--- config.mk ---
export PLATFORM = sky130hd
export DESIGN_NAME = doorlock_ctrl
export DESIGN_NICKNAME = d
export VERILOG_FILES = /design/src/rtl/doorlock_pkg.sv /design/src/rtl/key_edge_det.sv /design/src/rtl/doorlock_ctrl.sv
export SDC_FILE = /design/constraint.sdc
export NUM_CORES = 1
export LEC_CHECK = 0
export ABC_AREA = 1
export CAP_MARGIN = 20
export CORE_ASPECT_RATIO = 0.6
export CORE_MARGIN = 1.5
export CORE_UTILIZATION = 50
export CTS_BUF_LIST = sky130_fd_sc_hd__clkbuf_8
export DETAILED_ROUTE_END_ITERATION = 10
export GPL_ROUTABILITY_DRIVEN = 0
export PLACE_DENSITY = 0.75
export RECOVER_POWER = 100
export SLEW_MARGIN = 5
export SYNTH_ARGS = -nofsm -noshare
export SYNTH_HDL_FRONTEND = slang
export SYNTH_HIERARCHICAL = 1
export SYNTH_SLANG_ARGS = --single-unit
--- constraint.sdc ---
create_clock -name clk -period 1.6 [get_ports clk]
set_input_delay 0.24 -clock clk [delete_from_list [all_inputs] [get_ports clk]]
set_output_delay 0.24 -clock clk [all_outputs]
set_load 0.005 [all_outputs]
--- src/rtl/doorlock_pkg.sv ---
// rtl/doorlock_pkg.sv - shared state encodings, widths and password digit helper for doorlock_ctrl
package doorlock_pkg;

    localparam int DIGIT_W = 2;
    localparam int TMR_W   = 28;

    typedef enum logic [2:0] {
        ST_IDLE    = 3'd0,
        ST_ENTRY   = 3'd1,
        ST_CHECK   = 3'd2,
        ST_OPEN    = 3'd3,
        ST_FAIL    = 3'd4,
        ST_LOCKOUT = 3'd5
    } state_t;

    // Digit idx of a len-digit code packed first digit in the MSBs
    function automatic logic [DIGIT_W-1:0] pw_digit(input logic [31:0] pw, input int len, input int idx);
        return DIGIT_W'(pw >> ((len - 1 - idx) * DIGIT_W));
    endfunction

endpackage

--- src/rtl/key_edge_det.sv ---
// rtl/key_edge_det.sv - key rise detection, one-hot check and digit encoder
module key_edge_det
    import doorlock_pkg::*;
#(
    parameter int D_W = 4
) (
    input  logic               clk,
    input  logic               rst,
    input  logic [D_W-1:0]     key,
    output logic               press,
    output logic [DIGIT_W-1:0] digit,
    output logic               multi
);

    logic [D_W-1:0] key_d1;
    logic [D_W-1:0] rise;

    // Previous key sample; tracks key in every state so held keys never re-trigger
    always_ff @(posedge clk) begin
        if (rst) begin
            key_d1 <= '0;
        end else begin
            key_d1 <= key;
        end
    end

    assign rise  = key & ~key_d1;
    assign press = |rise;
    // More than one bit set: clearing the lowest set bit leaves something behind
    assign multi = |(rise & (rise - D_W'(1)));

    // Index of the lowest risen key; only meaningful when the press is one-hot
    always_comb begin
        digit = '0;
        for (int i = D_W - 1; i >= 0; i--) begin
            if (rise[i]) begin
                digit = DIGIT_W'(i);
            end
        end
    end

endmodule

--- src/rtl/doorlock_ctrl.sv ---
// rtl/doorlock_ctrl.sv - door-lock code sequencer; failure lockout built only with DOORLOCK_LOCKOUT_EN
module doorlock_ctrl
    import doorlock_pkg::*;
#(
    parameter int                        D_W       = 4,
    parameter int                        PW_LEN    = 4,
    parameter logic [DIGIT_W*PW_LEN-1:0] PASSWORD  = 8'b00_01_10_11,
    parameter logic [TMR_W-1:0]          T_OPEN    = 28'd150_000_000,
    parameter logic [TMR_W-1:0]          T_ENTRY   = 28'd250_000_000,
    parameter logic [TMR_W-1:0]          T_LOCKOUT = 28'd250_000_000,
    parameter int                        MAX_FAIL  = 3
) (
    input  logic           clk,
    input  logic           rst,
    input  logic [D_W-1:0] key,
    output logic           unlock,
    output logic           alarm,
    output logic [2:0]     digit_cnt,
    output logic           ok_pulse,
    output logic           fail_pulse
);

    logic               press;
    logic               multi;
    logic [DIGIT_W-1:0] digit;
    state_t             state;
    logic [TMR_W-1:0]   timer;
    logic               mismatch;
    logic               digit_bad;
    logic [2:0]         cnt_next;
    logic               last_digit;

    key_edge_det #(.D_W(D_W)) u_key_edge_det (
        .clk   (clk),
        .rst   (rst),
        .key   (key),
        .press (press),
        .digit (digit),
        .multi (multi)
    );

    // A multi-key press is always wrong; otherwise compare against the digit at this position
    assign digit_bad  = multi || (digit != pw_digit(32'(PASSWORD), PW_LEN, int'(digit_cnt)));
    assign cnt_next   = digit_cnt + 3'd1;
    assign last_digit = (cnt_next == 3'(PW_LEN));

`ifdef DOORLOCK_LOCKOUT_EN
    logic [7:0] fail_cnt;
`else
    assign alarm = 1'b0;
`endif

    // Sequencer: collects digits, judges the code and times the open/lockout windows
    always_ff @(posedge clk) begin
        if (rst) begin
            state      <= ST_IDLE;
            digit_cnt  <= '0;
            timer      <= '0;
            mismatch   <= 1'b0;
            unlock     <= 1'b0;
            ok_pulse   <= 1'b0;
            fail_pulse <= 1'b0;
`ifdef DOORLOCK_LOCKOUT_EN
            fail_cnt   <= '0;
            alarm      <= 1'b0;
`endif
        end else begin
            ok_pulse   <= 1'b0;
            fail_pulse <= 1'b0;
            case (state)
                ST_IDLE: begin
                    if (press) begin
                        state     <= last_digit ? ST_CHECK : ST_ENTRY;
                        digit_cnt <= cnt_next;
                        mismatch  <= digit_bad;
                        timer     <= T_ENTRY;
                    end
                end
                ST_ENTRY: begin
                    if (press) begin
                        if (last_digit) begin
                            state <= ST_CHECK;
                        end
                        digit_cnt <= cnt_next;
                        mismatch  <= mismatch | digit_bad;
                        timer     <= T_ENTRY;
                    end else if (timer <= TMR_W'(1)) begin
                        // Abandoned attempt: not a failure
                        state     <= ST_IDLE;
                        digit_cnt <= '0;
                        mismatch  <= 1'b0;
                        timer     <= '0;
                    end else begin
                        timer <= timer - TMR_W'(1);
                    end
                end
                ST_CHECK: begin
                    digit_cnt <= '0;
                    mismatch  <= 1'b0;
                    if (!mismatch) begin
                        state    <= ST_OPEN;
                        ok_pulse <= 1'b1;
                        unlock   <= 1'b1;
                        timer    <= T_OPEN;
`ifdef DOORLOCK_LOCKOUT_EN
                        fail_cnt <= '0;
`endif
                    end else begin
                        state      <= ST_FAIL;
                        fail_pulse <= 1'b1;
                    end
                end
                ST_OPEN: begin
                    if (timer <= TMR_W'(1)) begin
                        state  <= ST_IDLE;
                        unlock <= 1'b0;
                        timer  <= '0;
                    end else begin
                        timer <= timer - TMR_W'(1);
                    end
                end
                ST_FAIL: begin
`ifdef DOORLOCK_LOCKOUT_EN
                    if (fail_cnt < 8'(MAX_FAIL)) begin
                        fail_cnt <= fail_cnt + 8'd1;
                    end
                    if (fail_cnt + 8'd1 >= 8'(MAX_FAIL)) begin
                        state <= ST_LOCKOUT;
                        alarm <= 1'b1;
                        timer <= T_LOCKOUT;
                    end else begin
                        state <= ST_IDLE;
                    end
`else
                    state <= ST_IDLE;
`endif
                end
                ST_LOCKOUT: begin
`ifdef DOORLOCK_LOCKOUT_EN
                    if (timer <= TMR_W'(1)) begin
                        state    <= ST_IDLE;
                        alarm    <= 1'b0;
                        fail_cnt <= '0;
                        timer    <= '0;
                    end else begin
                        timer <= timer - TMR_W'(1);
                    end
`else
                    state <= ST_IDLE;
`endif
                end
                default: begin
                    state <= ST_IDLE;
                end
            endcase
        end
    end

endmodule

# Yosys cells after proc, flatten, opt, wreduce, memory -nomap -nowiden
# Index checks and enable logic that the tools add are counted.
[word_totals]
reg_bits = 42
latch_bits = 0
mem_bits_rw = 0
romBits = 0
inputBits = 6
out_inout_bits = 7
memories = 0
[op_classes]
add_sub_neg = 4
multipliers = 0
div = 0
order_cmp = 1
n_eq_ne = 10
n_shift = 1
mux = 28
n_bitwise = 5
reduce_logical = 12
[ops]
columns = ["operator", "count"]
rows = [
  ["$mux W28", 4],
  ["$pmux W28 S4", 1],
  ["$shr A5 B32 Y2 const A", 1],
  ["$le A28 B1 Y1 const B", 1],
  ["$sub A28 B1 Y28 const B", 1],
  ["$mux W3", 8],
  ["$pmux W3 S4", 1],
  ["$mux W2", 5],
  ["$pmux W3 S3", 1],
  ["$reduce_and A3 Y1", 3],
  ["$and A4 B4 Y4", 2],
  ["$reduce_or A4 Y1", 2],
  ["$eq A3 B2 Y1 const B", 2],
  ["$mux W1", 6],
  ["$ne A2 B2 Y1 const B", 3],
  ["$ne A3 B3 Y1 const B", 2],
  ["$not A4 Y4", 1],
  ["$reduce_bool A4 Y1", 1],
  ["$sub A2 B3 Y4 const A", 1],
  ["$sub A4 B1 Y4 const B", 1],
  ["$add A3 B1 Y3 const B", 1],
  ["$eq A3 B1 Y1 const B", 1],
  ["$eq A3 B3 Y1 const B", 1],
  ["$logic_not A3 Y1", 1],
  ["10 further kinds", 10],
]

# Longest topological paths before layout
[depth]
ltp_word = 11
mapped_depth = 13
mapped_depth_nobuf = 13

# Modules after synthesis
# Netlist, hierarchy kept.
[by_module_without_submodules]
columns = ["module", "instances", "cells_per_inst", "area_per_inst_um2", "seq_area_each_um2"]
rows = [
  ["doorlock_ctrl", 1, 389, 2461.1, 760.7],
  ["key_edge_det", 1, 32, 197.7, 80.1],
]

# Least setup slack after synthesis
# OpenSTA, ideal clock, no wires.
[synth_timing]
kind = "flip-flop to flip-flop"
from = "register u_key_edge_det.key_d1[2]"
to = "register timer[17]"
arrival_time_ns = 1.519
slack_ns = -0.034
path_stages_with_launch = 14
path_buffers = 1
period_less_slack_ns = 1.634
cell_sequence = "dfxtp_1 inv_1 nand2_1 nand2_1 inv_1 nand3_1 inv_2 a21oi_2 nand2_2 buf_6 nor3_4 nand2_1 a21oi_1 nor2_1"
[synth_via]
elab_chain_len = 5
word_cells_on_any_way = 7
classes_between = "eq/ne: 1; mux: 2; bitwise: 2; reduce/logical: 2"
[synth_rtl]
columns = ["element", "line_no", "text"]
rows = [
  ["start, declared", "key_edge_det.sv:15", "logic [D_W-1:0] key_d1;"],
  ["start signal, assigned", "key_edge_det.sv:23", "key_d1 <= key;"],
  ["$not A4 Y4 (*)", "key_edge_det.sv:27", "assign rise = key & ~key_d1;"],
  ["$and A4 B4 Y4 (*)", "key_edge_det.sv:27", ""],
  ["$reduce_or A4 Y1 (*)", "key_edge_det.sv:28", "assign press = |rise;"],
  ["named net press", "doorlock_ctrl.sv:23", "logic press;"],
  ["$mux W28 or $ne A2 B2 Y1 (tied branches)", "--", ""],
  ["$pmux W28 S4 or $reduce_and A3 Y1 (tied branches)", "--", ""],
  ["end signal, assigned", "doorlock_ctrl.sv:94", "timer <= timer - TMR_W'(1);"],
  ["end signal, assigned", "doorlock_ctrl.sv:119", "timer <= timer - TMR_W'(1);"],
  ["end, declared", "doorlock_ctrl.sv:27", "logic [TMR_W-1:0] timer;"],
]
# Mark *: on every way through the listed nets, which the timed path passes. The rest lies on a longest branch.
# A chain may end at the register's enable or synchronous reset.

# Worst setup path after layout
[layout_timing]
from = "register u_key_edge_det.key_d1[2]"
to = "register timer[13]"
# Same word-level chain as after synthesis.

==> key figures <==
Status
  • Status: complete, but fails checks
  • Failing checks: setup timing

Finish
  • Final #Nets: 519
  • Commonest non-fill, non-tap cell in the layout: nand2_1
  • Area delta synth->final: 45.4%
  • Fin area: ~0.0039 mm²
  • Most frequent cells in the layout: nand2_1, buf_4, nor2_1
  • Ant diodes: 0
  • Share of post-route cells with drive strength above 1: between 40% and 50%

Die
  • I/O pins: 13
  • Die Area: 0.00578 mm²
  • Initial Utilization: 52.3%
  • Die W: 97.1 µm
  • Core area: around 0.0051 mm²
  • Die height: a little under 60 µm
  • Core Rows: 20

Timing
  • Layout Skew: between 0.009 and 0.01 ns
  • Minimum clock period: roughly 1.9 ns
  • # setup viols final: 26
  • Slew @ Worst Pin: 0.636 ns
  • Slew HR: a little under three fifths
  • F_max: between 500 and 600 MHz
  • RSZ-0062 raised after global routing: yes
  • Final-report max-slew violation count: 0
  • Min Hold Slack: ~0.43 ns
  • Final WS setup: -0.263 ns
  • Final Hold Fails: 0
  • Fin crit share: 116%

Drt
  • Total wire length: slightly below 10 mm
  • Drt initial violations: approximately 420
  • Drt pass-1 iters: 5
  • Vias: between 3000 and 4000
  • Routed WL per cell: approximately 17 µm
  • Met3 routed WL: 1.13 mm
  • M1 WL: roughly 4 mm
  • Drc violations: 0
  • Antenna viol nets, final: 0
  • DR vias/cell: approximately 5.7
  • Top Metal Used: met4
  • Met2 routed WL: ~4.2 mm

Setup path
  • Register-to-Register Path Depth: 12
  • Worst Path Max Fanout: 6
  • Setup Crit Path Kind: reg -> reg
  • Crit end category: flop
  • CP Data Required Time: 1.81 ns
  • CP arrival: about 2.1 ns
  • Startpoint types: flop

Yosys
  • Seq/Total Area, Yosys: 31.6%
  • Mapped Nets: 431
  • Syn avg cell area: 6.32 µm²
  • Synthesized area: between 0.002 and 0.003 mm²
  • Unique masters post-synth: 37
  • Ys Warns: 6
  • Ranking of synthesized cells by area: dfxtp_1, nand2_1, nor2_1
  • Post-synthesis cell count: between 400 and 500
  • Yosys top cell by area: dfxtp_1
  • FF+latch count, synth: 42
  • Synth top area share: 31.6%

CTS
  • Clk root buf: clkbuf_8
  • CTS tree: done
  • Clk slew on worst S/H paths: 0.09 ns
  • H-tree levels: 2
  • Clock tree buffer depth: 2
  • Clk Latency, worst-skew pair: 0.31 ns
  • TritonCTS Buffers: 5
  • Sink Count: between 40 and 50

Placement
  • Detail Placement HPWL: approximately 6.3 mm
  • Buffers on Ports: 11
  • Placed Area: about 0.0032 mm²

Global routing
  • Initial antenna violation count: 0
  • First-pass GRT wire length: approximately 14 mm
  • Vias in the first global route: 2887
  • GRT Total Usage: a little under a third
  • Congestion Overflow GR: 0
  • Largest net degree at the start of global routing: 19

Power and ir drop
  • Pwr dens: a little under 2000 mW/mm²
  • Reg power frac: a little under a quarter
  • Peak supply drop: about 1100 µV
  • Switching Share: 48.8%
  • Net Sw Power: between 0.003 and 0.004 W
  • Pint: about 0.0039 W
  • Comb power frac: between 60% and 70%
  • Clk pwr share: 11.7%
  • Lkg Pwr: roughly 1.8 nW

Worst hold path
  • Worst Hold Depth: 4
  • Hold Path Class: in -> reg

Job
  • Max-cap violations: 0
==> layout make-up <==
cell class,instances,area [µm²]
Multi-Input combinational cell,320,1900
Fill cell,355,1210
Sequential cell,42,863
Timing Repair Buffer,87,702
Inverter,53,209
Tap cell,66,82.6
Clock buffer,5,68.8
Clock inverter,3,45.0
==> synth_stat cells, drive strengths merged <==
| library cell | count |
|---|---|
| conb | 1 |
| o21a | 1 |
| a21boi | 1 |
| or2 | 2 |
| nand4 | 7 |
| ha | 4 |
| buf | 4 |
| nor3 | 10 |
| nand3 | 25 |
| xor2 | 7 |
| dfxtp | 42 |
| o21bai | 2 |
| nor2b | 1 |
| a31oi | 1 |
| xnor2 | 3 |
| o21ai | 20 |
| a21oi | 26 |
| inv | 53 |
| nand2 | 105 |
| a31o | 2 |
| nand3b | 1 |
| nor2 | 98 |
| and3 | 1 |
| nor3b | 1 |
| clkbuf | 3 |
==> critical path, stage by stage, from the launching register on <==
cell and delay, ns:
dfxtp_2 0.33, inv_2 0.06, nand2_2 0.05, nand2_2 0.10, inv_2 0.05, nand3_2 0.07, inv_2 0.06, a21oi_4 0.19
nand2_4 0.11, nor3_4 0.37, nand2_1 0.15, a21oi_2 0.16, nor2_1 0.06
==> state kept, by name, indices dropped and copies added, names as in the netlist <==
register and cells:
digit_cnt 3, fail_pulse 1, mismatch 1, ok_pulse 1, state 3, timer 28, u_key_edge_det/key_d1 4, unlock 1
==> stage by stage <==
step,utilization [%],power (W),setup WS (ns),TNS [ns],instances
after floorplan,-,0.00403,-0.0228,-0.0366,421
after global placement,63.5,0.00536,-0.433,-11.62,545
after detailed placement,63.5,0.00549,-0.505,-13.49,545
after CTS,68.0,0.00651,-0.0216,-0.0512,558
after global routing,76.1,0.00800,-0.320,-4.02,576
final,76.1,0.00755,-0.263,-2.18,576
==> kinds of logic after synthesis <==
logic type / after synthesis / share of synthesized area, %
simple gates: 251 / 42.6
other cells: 1 / 0.141
fa+ha+maj: 4 / 1.88
xor+xnor: 10 / 3.29
buf+inv: 60 / 9.22
compound gates: 53 / 11.2
flops: 42 / 31.6
==> path summary, 6_finish.rpt <==
path	startpoint	endpoint	slack, ns
worst max-delay path	u_key_edge_det/key_d1[2]	timer[13]	-0.26
worst min register to register	unlock	unlock	0.50
worst max register to register	u_key_edge_det/key_d1[2]	timer[13]	-0.26
worst min-delay path	key[2]	u_key_edge_det/key_d1[2]	0.43
==> power by group through the flow <==
stage	Combinational [W]	Clock [W]	Sequential, W
floorplan	0.00244	0	0.00159
CTS	0.00401	0.000878	0.00162
global route	0.00535	0.000928	0.00173
detailed placement	0.00386	0	0.00163
finish	0.00496	0.000887	0.00170
global placement	0.00374	0	0.00162
==> timing repair <==
action,4_1_cts,5_1_grt
resized for setup,26,99
pin swaps,10,37
buffers inserted,5,17
gates cloned,0,1
endpoints found under the setup margin,30,35
hold buffers,0,0
==> metal layers <==
metal	vias up	track usage (%)
li1	1505	-
met1	1517	42.4
met2	230	47.0
met3	57	7.43
met4	0	11.4
met5	-	0
(Power assumes the default switching activity.)
